**config.mk**
```make
export PLATFORM = sky130hd
export DESIGN_NAME = multicycle_controller
export DESIGN_NICKNAME = d
export VERILOG_FILES = /design/src/rtl/multicycle_controller.sv
export SDC_FILE = /design/constraint.sdc
export NUM_CORES = 1
export LEC_CHECK = 0
export CORE_AREA = 5 5 75 77
export DETAILED_ROUTE_END_ITERATION = 6
export DIE_AREA = 0 0 80 82
export PLACE_DENSITY = 0.86
export SETUP_SLACK_MARGIN = 0.15
export SLEW_MARGIN = 20
export SYNTH_ARGS = -nofsm -noshare
export SYNTH_HDL_FRONTEND = slang
export SYNTH_SLANG_ARGS = --single-unit
```
**constraint.sdc**
```tcl
create_clock -name clk -period 2.1 [get_ports clk]
set_input_delay 0.63 -clock clk [delete_from_list [all_inputs] [get_ports clk]]
set_output_delay 0.63 -clock clk [all_outputs]
set_load 0.03 [all_outputs]
```
**src/rtl/multicycle_controller.sv**
```systemverilog
// Control FSM for a multicycle RV32I datapath with a shared memory, one ALU and one register file.
// Sequences fetch/decode/execute, handles variable-latency memory and counts retired instructions.
module multicycle_controller #(
    parameter int unsigned CNT_W = 32
) (
    input  logic             clk,
    input  logic             reset,
    input  logic [6:0]       opcode,
    input  logic [2:0]       funct3,
    input  logic             zero,
    input  logic             mem_ready,
    output logic             pc_write,
    output logic             ir_write,
    output logic             adr_src,
    output logic             mem_read_en,
    output logic             mem_write_en,
    output logic             reg_write_en,
    output logic [1:0]       alu_src_a,
    output logic [1:0]       alu_src_b,
    output logic [1:0]       alu_op,
    output logic [1:0]       result_src,
    output logic             illegal_instr,
    output logic [3:0]       state_dbg,
    output logic [CNT_W-1:0] instr_retired
);

    localparam logic [3:0] IDLE      = 4'd0;
    localparam logic [3:0] FETCH     = 4'd1;
    localparam logic [3:0] DECODE    = 4'd2;
    localparam logic [3:0] MEM_ADR   = 4'd3;
    localparam logic [3:0] MEM_READ  = 4'd4;
    localparam logic [3:0] MEM_WB    = 4'd5;
    localparam logic [3:0] MEM_WRITE = 4'd6;
    localparam logic [3:0] EXEC_R    = 4'd7;
    localparam logic [3:0] EXEC_I    = 4'd8;
    localparam logic [3:0] ALU_WB    = 4'd9;
    localparam logic [3:0] BRANCH    = 4'd10;
    localparam logic [3:0] JAL       = 4'd11;
    localparam logic [3:0] HALT      = 4'd12;

    localparam logic [6:0] OP_LOAD   = 7'b0000011;
    localparam logic [6:0] OP_STORE  = 7'b0100011;
    localparam logic [6:0] OP_R      = 7'b0110011;
    localparam logic [6:0] OP_I      = 7'b0010011;
    localparam logic [6:0] OP_BRANCH = 7'b1100011;
    localparam logic [6:0] OP_JAL    = 7'b1101111;

    logic [3:0]       state_q, state_d;
    logic [CNT_W-1:0] cnt_q;
    logic             illegal_q;
    logic             retire;

    always_comb begin
        state_d      = state_q;
        retire       = 1'b0;
        pc_write     = 1'b0;
        ir_write     = 1'b0;
        adr_src      = 1'b0;
        mem_read_en  = 1'b0;
        mem_write_en = 1'b0;
        reg_write_en = 1'b0;
        alu_src_a    = 2'b00;
        alu_src_b    = 2'b00;
        alu_op       = 2'b00;
        result_src   = 2'b00;
        case (state_q)
            IDLE: state_d = FETCH;
            FETCH: begin
                mem_read_en = 1'b1;
                alu_src_b   = 2'b10;
                result_src  = 2'b10;
                if (mem_ready) begin
                    ir_write = 1'b1;
                    pc_write = 1'b1;
                    state_d  = DECODE;
                end
            end
            DECODE: begin
                // Precompute old PC + imm so BRANCH/JAL find the target ready.
                alu_src_a = 2'b01;
                alu_src_b = 2'b01;
                case (opcode)
                    OP_LOAD, OP_STORE: state_d = MEM_ADR;
                    OP_R:              state_d = EXEC_R;
                    OP_I:              state_d = EXEC_I;
                    OP_BRANCH:         state_d = (funct3 == 3'b000 || funct3 == 3'b001) ?
                                                 BRANCH : HALT;
                    OP_JAL:            state_d = JAL;
                    default:           state_d = HALT;
                endcase
            end
            MEM_ADR: begin
                alu_src_a = 2'b10;
                alu_src_b = 2'b01;
                state_d   = (opcode == OP_LOAD) ? MEM_READ : MEM_WRITE;
            end
            MEM_READ: begin
                adr_src     = 1'b1;
                mem_read_en = 1'b1;
                if (mem_ready) state_d = MEM_WB;
            end
            MEM_WB: begin
                result_src   = 2'b01;
                reg_write_en = 1'b1;
                retire       = 1'b1;
                state_d      = FETCH;
            end
            MEM_WRITE: begin
                adr_src      = 1'b1;
                mem_write_en = 1'b1;
                if (mem_ready) begin
                    retire  = 1'b1;
                    state_d = FETCH;
                end
            end
            EXEC_R: begin
                alu_src_a = 2'b10;
                alu_op    = 2'b10;
                state_d   = ALU_WB;
            end
            EXEC_I: begin
                alu_src_a = 2'b10;
                alu_src_b = 2'b01;
                alu_op    = 2'b10;
                state_d   = ALU_WB;
            end
            ALU_WB: begin
                reg_write_en = 1'b1;
                retire       = 1'b1;
                state_d      = FETCH;
            end
            BRANCH: begin
                alu_src_a = 2'b10;
                alu_op    = 2'b01;
                pc_write  = (funct3 == 3'b000) ? zero : ~zero;
                retire    = 1'b1;
                state_d   = FETCH;
            end
            JAL: begin
                alu_src_a = 2'b01;
                alu_src_b = 2'b10;
                pc_write  = 1'b1;
                state_d   = ALU_WB;
            end
            HALT:    state_d = HALT;
            default: state_d = IDLE;
        endcase
    end

    always_ff @(posedge clk or negedge reset) begin
        if (!reset) begin
            state_q   <= IDLE;
            cnt_q     <= '0;
            illegal_q <= 1'b0;
        end else begin
            state_q <= state_d;
            if (retire) cnt_q <= cnt_q + CNT_W'(1);
            if (state_d == HALT) illegal_q <= 1'b1;
        end
    end

    assign illegal_instr = illegal_q;
    assign state_dbg     = state_q;
    assign instr_retired = cnt_q;

endmodule

```
==> metrics.cfg <==
[synthesis]
avgSynthCellArea_um2 = 9.43
synth_top_area_frac = 0.423
yosys_most_used_dff = dfrtp_1
netlist_area_um2 = 2190
synth-warning-count = 0
ys_ff_latch = 37
synthTopCellsByArea = dfrtp_1, xnor2_1, xor2_1
synth.yosys.seq_area_share = 0.423
synthArstFlopShare = 1.00
synth_edf_count = 0
ys_types = 42
synth_area_leader_cell = dfrtp_1
syn-num-nets = 247
synthCells = 232

[layout]
final_cells = 409
multi_input_area_um2 = 1660
final_common_cell = dlygate4sd2_1
register_area_um2 = 935
area_growth_pct = 79.2
diodes = 0
finalNetCount = 353
drive_gt1_frac = 0.395
nFillCells = 278
final_cell_mix = dlygate4sd2_1, dfrtp_1, buf_4

[die]
start_util = 0.443
core_area_um2 = 4940
die_y_um = 82
fp.dieW_um = 80
placementRows = 26
die_area_um2 = 6560
io_pins = 65

[sta]
tightest_slew_ns = 0.540
hold_viol_final = 0
finalCriticalPeriod_ns = 2.17
fin_setup_tns_ns = -0.214
whs_ns = 0.496
fin_skew_ns = 0.0110
drv_slew = 0
worst_slack_ns = -0.0708
setup-violations-final = 7
fin_crit_sh = 1.03
slew-limit-headroom = 0.637
fmax_mhz = 461
rsz0062_at_grt = true

[clocking]
cts_made_buffers = 5
cts_root_buffer = clkbuf_8
htree_levels = 2
postCtsHoldBufs = 0
cts.sinks = 37
cts_tree = yes
cts.reportedPaths.clkPinSlew_ns = 0.08
clockBufferDepth = 2
worstSkewPairLatency_ns = 0.30

[critical_path]
crit_fanout = 3
crit_family = buffers and inverters
cp.arrival_ns = 1.54
slowest_delay_ns = 0.46
crit_type = reg2out
cp_slowest_cell = dfrtp_2
crit_required_ns = 1.47
crit_chain = buf_12 -> nand2b_4 -> buf_6 -> nor4_4 -> buf_4
endpoint_kind = output pin
crit_path_start_kind = flop
worst-path-buf-inv = 3

[routing]
dr.pass1.iters = 5
drt-total-wl_mm = 8.92
met3_length_um = 530
vias = 2452
wl_met2_mm = 4.63
drt_iter0_markers = 323
routedWlPerCell_um = 21.8
routed.top_layer = met4
route.detailed.drc = 0
vias_per_cell = 6.00
antenna_left = 0
wl_met1_mm = 3.38

[power_and_ir_drop]
power_uw = 4790
peakVddDrop_uv = 701
power_density_nw_per_um2 = 1220
p_leak_uw = 0.00174

[global_routing]
grt_max_degree = 38
grt_usage = 0.224
antenna_found_initial = 0
overflow = 0
grt_pass1_vias = 2224
grt_first_pass_wirelength_mm = 11.5

[place]
dpl.hpwl_mm = 4.31
place_congestion = 0.866
dp.cells = 374
portBuffers = 64

[flow_run]
cap_violations = 0

[status]
violations = negative setup slack
status = finished, violations left

[min_path]
hold_class = reg2reg

-- report_power, final --
group	switching (µW)	total, µW	internal, µW
clock network	263	650	387
registers	124	937	812
logic	1710	3200	1490
total	2100	4790	2690
-- synth_stat cells, drive strengths merged (7+ instances only) --
cell    number
and2         7
and3         9
buf          7
dfrtp       37
nand2       18
nand2b       7
nand3       10
nand4       17
nor2        14
nor3         9
nor4         8
xnor2       22
xor2        14
-- timing repair --
item / 4_1_cts / 5_1_grt
endpoints found under the setup margin: 76 / 39
pin swaps: 13 / 27
buffers inserted: 15 / 10
resized for setup: 110 / 63
gates cloned: 1 / 1
-- through the flow --
step | area [µm²] | setup slack, ns | utilization
global route | 3920 | -0.0982 | 0.793
detailed placement | 3110 | -0.385 | 0.628
floorplan | 2360 | 0.151 | -
global placement | 3110 | -0.302 | 0.628
CTS | 3570 | -0.0894 | 0.721
finish | 3920 | -0.0708 | 0.793
-- cell type report --
type | count | area share
clock inverter | 1 | 0.00766
tap | 70 | 0.0223
clock buffer | 7 | 0.0220
inverter | 2 | 0.00191
timing repair buffer | 111 | 0.284
multi-input combinational | 181 | 0.424
sequential | 37 | 0.238
-- sequential cells by signal, summed over array words and instances (netlist names) --
register,count
instr_retired,32
illegal_instr,1
state_dbg,4
-- path summary, 6_finish.rpt --
kind | start | endpoint | slack, ns | cells past startpoint
worst min-delay path | instr_retired[31] | instr_retired[31] | 0.50 | 1
min in group asynchronous | reset | instr_retired[26] | 0.75 | 2
worst max-delay path | state_dbg[1] | ir_write | -0.07 | 5
max in group asynchronous | reset | instr_retired[3] | 0.97 | 2
worst min register to register | instr_retired[31] | instr_retired[31] | 0.50 | 1
worst max register to register | state_dbg[1] | instr_retired[18] | 0 | 8
-- metal layers --
layer / up-vias / global-route usage
met2: 152 / 0.411
li1: 1054 / -
met4: 0 / 0.0676
met1: 1206 / 0.272
met5: - / 0
met3: 40 / 0.0318
-- worst register-to-register path, delay by kind of cell (launching register included) --
| family | cells | cell delay, ns |
|---|---|---|
| simple gates | 1 | 0.29 |
| compound gates | 1 | 0.35 |
| flops | 1 | 0.46 |
| xor+xnor | 2 | 0.34 |
| buf+inv | 4 | 0.59 |
-- cell families (layout without fill, tap and decap cells) --
logic type      count (synthesis)  after routing  synth area share
fa+ha+maj                       1              1           0.00572
simple gates                  117            117             0.312
flops                          37             37             0.423
compound gates                 26             26            0.0835
buf+inv                        14            121            0.0269
xor+xnor                       36             36             0.144
mux                             1              1           0.00457
Note: power is estimated with default switching activity, not from simulation.
